**src/rtl/periph_trig_pkg.sv**
```systemverilog
// Shared types and constants for the peripheral trigger agent and the trigger matrix.
package periph_trig_pkg;

    typedef enum logic [1:0] {
        IDLE    = 2'd0,
        REQ     = 2'd1,
        RELEASE = 2'd2
    } in_state_t;

    typedef enum logic [1:0] {
        OIDLE  = 2'd0,
        ODELAY = 2'd1,
        OACK   = 2'd2
    } out_state_t;

    localparam logic [1:0] HW_TRIG_TYPE = 2'b10;

endpackage

```
**src/rtl/trig_sync2.sv**
```systemverilog
// Two-flop synchronizer with asynchronous active-high reset for single-bit handshake inputs.
module trig_sync2 (
    input  logic clk,
    input  logic rst,
    input  logic d_i,
    output logic q_o
);

    logic meta_q;
    logic sync_q;

    // Two-stage capture chain.
    always_ff @(posedge clk or posedge rst) begin
        if (rst) begin
            meta_q <= 1'b0;
            sync_q <= 1'b0;
        end else begin
            meta_q <= d_i;
            sync_q <= meta_q;
        end
    end

    assign q_o = sync_q;

endmodule

```
**src/rtl/periph_trig_agent.sv**
```systemverilog
// Peripheral trigger endpoint: event pulses -> 4-phase trig_req/trig_ack, plus trigger-out responder.
// Define PERIPH_TRIG_SYNC_EN to pass trig_ack and trig_out_req through 2-flop synchronizers.
module periph_trig_agent
    import periph_trig_pkg::*;
#(
    parameter int CNT_W   = 4,
    parameter int ACK_DLY = 2
) (
    input  logic             clk,
    input  logic             rst,
    input  logic             enable,
    input  logic             evt_pulse,
    output logic             trig_req,
    input  logic             trig_ack,
    input  logic             trig_out_req,
    output logic             trig_out_ack,
    output logic             trig_out_evt,
    output logic [CNT_W-1:0] pend_cnt,
    output logic             ovf_err,
    output logic             proto_err,
    input  logic             clr_err
);

    localparam int               DLY_W    = (ACK_DLY > 1) ? $clog2(ACK_DLY) : 1;
    localparam logic [CNT_W-1:0] CNT_MAX  = {CNT_W{1'b1}};
    localparam logic [CNT_W-1:0] CNT_ONE  = {{(CNT_W-1){1'b0}}, 1'b1};
    localparam logic [DLY_W-1:0] DLY_ONE  = {{(DLY_W-1){1'b0}}, 1'b1};
    localparam logic [DLY_W-1:0] DLY_LOAD = (ACK_DLY > 0) ? DLY_W'(ACK_DLY - 1) : {DLY_W{1'b0}};

    logic ack_s;
    logic oreq_s;

`ifdef PERIPH_TRIG_SYNC_EN
    trig_sync2 u_sync_ack (
        .clk (clk),
        .rst (rst),
        .d_i (trig_ack),
        .q_o (ack_s)
    );

    trig_sync2 u_sync_oreq (
        .clk (clk),
        .rst (rst),
        .d_i (trig_out_req),
        .q_o (oreq_s)
    );
`else
    assign ack_s  = trig_ack;
    assign oreq_s = trig_out_req;
`endif

    in_state_t        in_state_q;
    out_state_t       out_state_q;
    logic             trig_req_q;
    logic             trig_out_ack_q;
    logic             trig_out_evt_q;
    logic [DLY_W-1:0] dly_q;
    logic [CNT_W-1:0] pend_cnt_q, pend_cnt_d;
    logic             ovf_err_q, ovf_err_d;
    logic             proto_err_q, proto_err_d;
    logic             inc_s;
    logic             dec_s;
    logic             ovf_set_s;
    logic             proto_set_s;

    // Pending-count and sticky-error next state; a set on the same edge as clr_err wins.
    always_comb begin
        inc_s       = evt_pulse;
        dec_s       = (in_state_q == REQ) && ack_s;
        pend_cnt_d  = pend_cnt_q;
        ovf_set_s   = 1'b0;
        proto_set_s = (out_state_q == ODELAY) && !oreq_s;
        case ({inc_s, dec_s})
            2'b10: begin
                if (pend_cnt_q == CNT_MAX) begin
                    ovf_set_s = 1'b1;
                end else begin
                    pend_cnt_d = pend_cnt_q + CNT_ONE;
                end
            end
            2'b01:   pend_cnt_d = pend_cnt_q - CNT_ONE;
            default: pend_cnt_d = pend_cnt_q;
        endcase

        if (ovf_set_s) begin
            ovf_err_d = 1'b1;
        end else if (clr_err) begin
            ovf_err_d = 1'b0;
        end else begin
            ovf_err_d = ovf_err_q;
        end

        if (proto_set_s) begin
            proto_err_d = 1'b1;
        end else if (clr_err) begin
            proto_err_d = 1'b0;
        end else begin
            proto_err_d = proto_err_q;
        end
    end

    // Counter and error flag registers.
    always_ff @(posedge clk or posedge rst) begin
        if (rst) begin
            pend_cnt_q  <= {CNT_W{1'b0}};
            ovf_err_q   <= 1'b0;
            proto_err_q <= 1'b0;
        end else begin
            pend_cnt_q  <= pend_cnt_d;
            ovf_err_q   <= ovf_err_d;
            proto_err_q <= proto_err_d;
        end
    end

    // Trigger-in handshake FSM; enable only gates the start of a new request.
    always_ff @(posedge clk or posedge rst) begin
        if (rst) begin
            in_state_q <= IDLE;
            trig_req_q <= 1'b0;
        end else begin
            case (in_state_q)
                IDLE: begin
                    if (enable && (pend_cnt_q != {CNT_W{1'b0}})) begin
                        in_state_q <= REQ;
                        trig_req_q <= 1'b1;
                    end
                end
                REQ: begin
                    if (ack_s) begin
                        in_state_q <= RELEASE;
                        trig_req_q <= 1'b0;
                    end
                end
                RELEASE: begin
                    if (!ack_s) begin
                        in_state_q <= IDLE;
                    end
                end
                default: begin
                    in_state_q <= IDLE;
                    trig_req_q <= 1'b0;
                end
            endcase
        end
    end

    // Trigger-out responder FSM; a request withdrawn before the ack is a protocol error.
    always_ff @(posedge clk or posedge rst) begin
        if (rst) begin
            out_state_q    <= OIDLE;
            trig_out_ack_q <= 1'b0;
            trig_out_evt_q <= 1'b0;
            dly_q          <= {DLY_W{1'b0}};
        end else begin
            trig_out_evt_q <= 1'b0;
            case (out_state_q)
                OIDLE: begin
                    if (oreq_s) begin
                        trig_out_evt_q <= 1'b1;
                        if (ACK_DLY == 0) begin
                            out_state_q    <= OACK;
                            trig_out_ack_q <= 1'b1;
                        end else begin
                            out_state_q <= ODELAY;
                            dly_q       <= DLY_LOAD;
                        end
                    end
                end
                ODELAY: begin
                    if (!oreq_s) begin
                        out_state_q <= OIDLE;
                    end else if (dly_q == {DLY_W{1'b0}}) begin
                        out_state_q    <= OACK;
                        trig_out_ack_q <= 1'b1;
                    end else begin
                        dly_q <= dly_q - DLY_ONE;
                    end
                end
                OACK: begin
                    if (!oreq_s) begin
                        out_state_q    <= OIDLE;
                        trig_out_ack_q <= 1'b0;
                    end
                end
                default: begin
                    out_state_q    <= OIDLE;
                    trig_out_ack_q <= 1'b0;
                end
            endcase
        end
    end

    assign trig_req     = trig_req_q;
    assign trig_out_ack = trig_out_ack_q;
    assign trig_out_evt = trig_out_evt_q;
    assign pend_cnt     = pend_cnt_q;
    assign ovf_err      = ovf_err_q;
    assign proto_err    = proto_err_q;

endmodule

```
**config.mk**
```make
export PLATFORM = sky130hd
export DESIGN_NAME = periph_trig_agent
export DESIGN_NICKNAME = d
export VERILOG_FILES = /design/src/rtl/periph_trig_pkg.sv /design/src/rtl/trig_sync2.sv /design/src/rtl/periph_trig_agent.sv
export SDC_FILE = /design/constraint.sdc
export NUM_CORES = 1
export LEC_CHECK = 0
export BUFFER_PORTS_ARGS = -buffer_cell sky130_fd_sc_hd__buf_2
export CAP_MARGIN = 15
export CORE_MARGIN = 5
export CORE_UTILIZATION = 44
export CTS_CLUSTER_DIAMETER = 60
export DETAILED_ROUTE_END_ITERATION = 6
export GPL_ROUTABILITY_DRIVEN = 0
export PLACE_DENSITY = 0.7
export SLEW_MARGIN = 20
export SYNTH_ARGS = -nofsm -noshare
export SYNTH_HDL_FRONTEND = slang
export SYNTH_HIERARCHICAL = 1
export SYNTH_SLANG_ARGS = --single-unit
export TNS_END_PERCENT = 10
```
**constraint.sdc**
```tcl
create_clock -name clk -period 1.49 [get_ports clk]
set_input_delay 0.149 -clock clk [delete_from_list [all_inputs] [get_ports clk]]
set_output_delay 0.149 -clock clk [all_outputs]
set_load 0.01 [all_outputs]
```
==> summary.txt <==
Synth
  • Post-synthesis cell area: 661 um2
  • Register area share after synthesis: approximately 53%
  • Top cells by area, synth: dfrtp_1, nor2_1, mux2i_1
  • Top cell type's share of synthesized area: 53.0%
  • Synth area leader: dfrtp_1
  • Ys Warns: 6
  • Syn Nets: 71
  • Avg Cell Area, Syn: 10.5 um2
  • Number of distinct library cells after synthesis: 27
  • FF+latch count, synth: 14
  • Mapped Cells: 63

Clock tree
  • Clock tree buffer depth: 2
  • Clock slew at reported path FFs: 0.08 ns
  • CTS buffer count: 3
  • Root Buffer: clkbuf_4
  • Worst skew pair latency: 0.28 ns
  • H-tree depth: 1
  • CTS tree: built
  • Clock sink count: 14

Place
  • Post-DP HPWL: 929 um
  • # port buffers: 15
  • DP Area: 790 um2
  • Dpl ws: -0.00938 ns

Cells and area
  • Final non-filler cell area: 852 um2
  • Layout cell share with drive strength beyond 1: between 30% and 40%
  • Antenna cells: 0
  • Core Util, Final: 57.9%
  • Most common cell after layout, fill and taps aside: buf_2
  • Area grow syn2layout: 29.0%
  • Most frequent cells in the layout: buf_2, dfrtp_1, nor2_1, inv_1, buf_4
  • Final nets: 95

Routing
  • Wire length per cell: 12.3 um
  • DRT iter0 DRCs: 3
  • DRT Pass-1 Iters: 4
  • Routed via count: 523
  • Post-route DRC: 0
  • Routed Antenna Nets: 0
  • Via density: 5.13
  • Total routed wirelength: 1260 um

Floorplan
  • Chip Height: 48.8 um
  • # rows: 14
  • DIE AREA: 2380 um2
  • Placeable Area: 1470 um2
  • Top Ports: 16
  • Starting Density: roughly 45%
  • Die Span X: 48.8 um

Flow run
  • Max Cap Viol: 0

Setup path
  • Critical path fanouts, max: 3
  • Critical Path Sink: pend_cnt[2]
  • Worst flop-to-flop path startpoint: in_state_q[1]
  • R2r endpoint: pend_cnt[2]
  • Worst setup EP type: flip-flop
  • Register-to-register setup slack: 0.04 ns
  • Setup crit start kind: flip-flop
  • Worst EP arrival: 1.62 ns
  • Critical path type: flip-flop to flip-flop
  • Worst Setup SP: in_state_q[1]
  • Crit path required time: 1.66 ns
  • Worst reg2reg path depth: 7

STA
  • Maximum operating frequency: 688 MHz
  • Final Max Tran Viols: 0
  • Slew HR: 65.8%
  • Post-layout min period: 1.45 ns
  • Final setup vio count: 0
  • Final Hold Viols: 0
  • Final worst slack: 0.0356 ns
  • Clock Skew: ~0.0042 ns
  • RSZ-0062 raised after global routing: yes
  • Worst slew pin tran: 0.513 ns
  • Fin Hold WS: 0.0587 ns
  • Final worst-path cycle share: 97.6%

Hold path
  • HP Class: input pin to flip-flop

GRT
  • Total Routing Usage GR: between 10% and 20%
  • Largest net degree at the start of global routing: 15
  • Most used routing layer in global routing: met2
  • First-pass GRT wire length: 2270 um
  • GRT met1 Usage: between 10% and 20%
  • Overflow after GRT: 0
  • Initial antenna violation count: 0
  • Met3 usage: 6.44%
  • Vias in the first global route: 518
  • GRT met2 Usage: 19.1%

Pwr
  • Power Dens Cells: 1820 nW/um2
  • Total Power: around 1600 uW
  • Peak supply drop: 1.06 mV
  • Leakage power: 0.000407 uW

Status
  • Status: complete, no violations
==> cell type report <==
cell class	instances	area [um2]
timing repair buffer	20	115
tap	16	20.0
sequential	14	350
clock buffer	4	36.3
fill	131	619
inverter	5	18.8
multi-input combinational	43	312
==> cells by family after synthesis <==
group                    count (synthesis)  share of synthesized area [%]
AND/OR/NAND/NOR                         21                           17.6
AO/OA/AOI/OAI                           14                           14.0
flip-flops                              14                           53.0
buffers and inverters                    6                           3.41
XOR/XNOR                                 4                           5.30
multiplexers                             3                           4.73
adder cells (fa/ha/maj)                  1                           1.89
==> what timing repair did <==
action                                  4_1_cts  5_1_grt
buffers inserted                              0        0
hold buffers                                  1        0
resized for setup                             2        1
endpoints found under the hold margin        14        0
endpoints found under the setup margin        1        2
==> worst min-delay path by stage <==
stage,from,slack [ns],end,cells past startpoint
global placement,rst,0.21,trig_req,2
finish,clr_err,0.06,ovf_err,2
CTS,clr_err,0.05,ovf_err,2
global route,clr_err,0.04,ovf_err,2
detailed placement,rst,0.21,out_state_q[0],2
floorplan,rst,0.04,dly_q,1
==> flip-flops by register name, indices dropped and copies added (netlist names) <==
signal and cells:
dly_q 1, in_state_q 2, out_state_q 2, ovf_err 1, pend_cnt 4, proto_err 1
trig_out_ack 1, trig_out_evt 1, trig_req 1
==> metrics by stage <==
| step | instances | TNS (ns) |
|---|---|---|
| 3_3_place_gp | 97 | 0 |
| 6_report | 102 | 0 |
| 5_1_grt | 102 | -0.147 |
| 3_5_place_dp | 97 | -0.00938 |
| 2_1_floorplan | 63 | -0.0222 |
| 4_1_cts | 102 | 0 |
==> critical path: stages (launching register included) <==
cell	delay, ns
dfrtp_1	0.38
nand3b_4	0.17
nor2_4	0.13
xnor2_2	0.08
ha_2	0.18
nor4_2	0.20
a31oi_1	0.08
xnor2_1	0.13
==> cell usage after synthesis (all sizes together) <==
cell type  number
a21o            1
a21oi           2
a31oi           2
and2            2
clkbuf          1
dfrtp          14
ha              1
inv             5
mux2            1
mux2i           2
nand2           3
nand2b          1
nand3           1
nand3b          1
nand4           1
nor2            9
nor2b           1
nor4            2
o211ai          1
o21ai           3
o22ai           2
o32a            1
o32ai           1
o41ai           1
xnor2           2
xor2            2
==> per-layer routing <==
| layer | up-vias | wire [um] | share of wire, % |
|---|---|---|---|
| li1 | 267 | - | - |
| met1 | 239 | 589 | 47 |
| met2 | 15 | 560 | 45 |
| met3 | 2 | 101 | 8.0 |
| met4 | 0 | 6 | 0.48 |
| met5 | - | 0 | 0 |
==> power by group <==
group	internal (uW)	leakage [uW]	switching, uW	total [uW]
sequential	508	0.000167	132	640
combinational	334	0.000219	310	644
clock	149	0.0000210	120	269
total	991	0.000407	562	1550
Power figures use the tool's default switching activity.
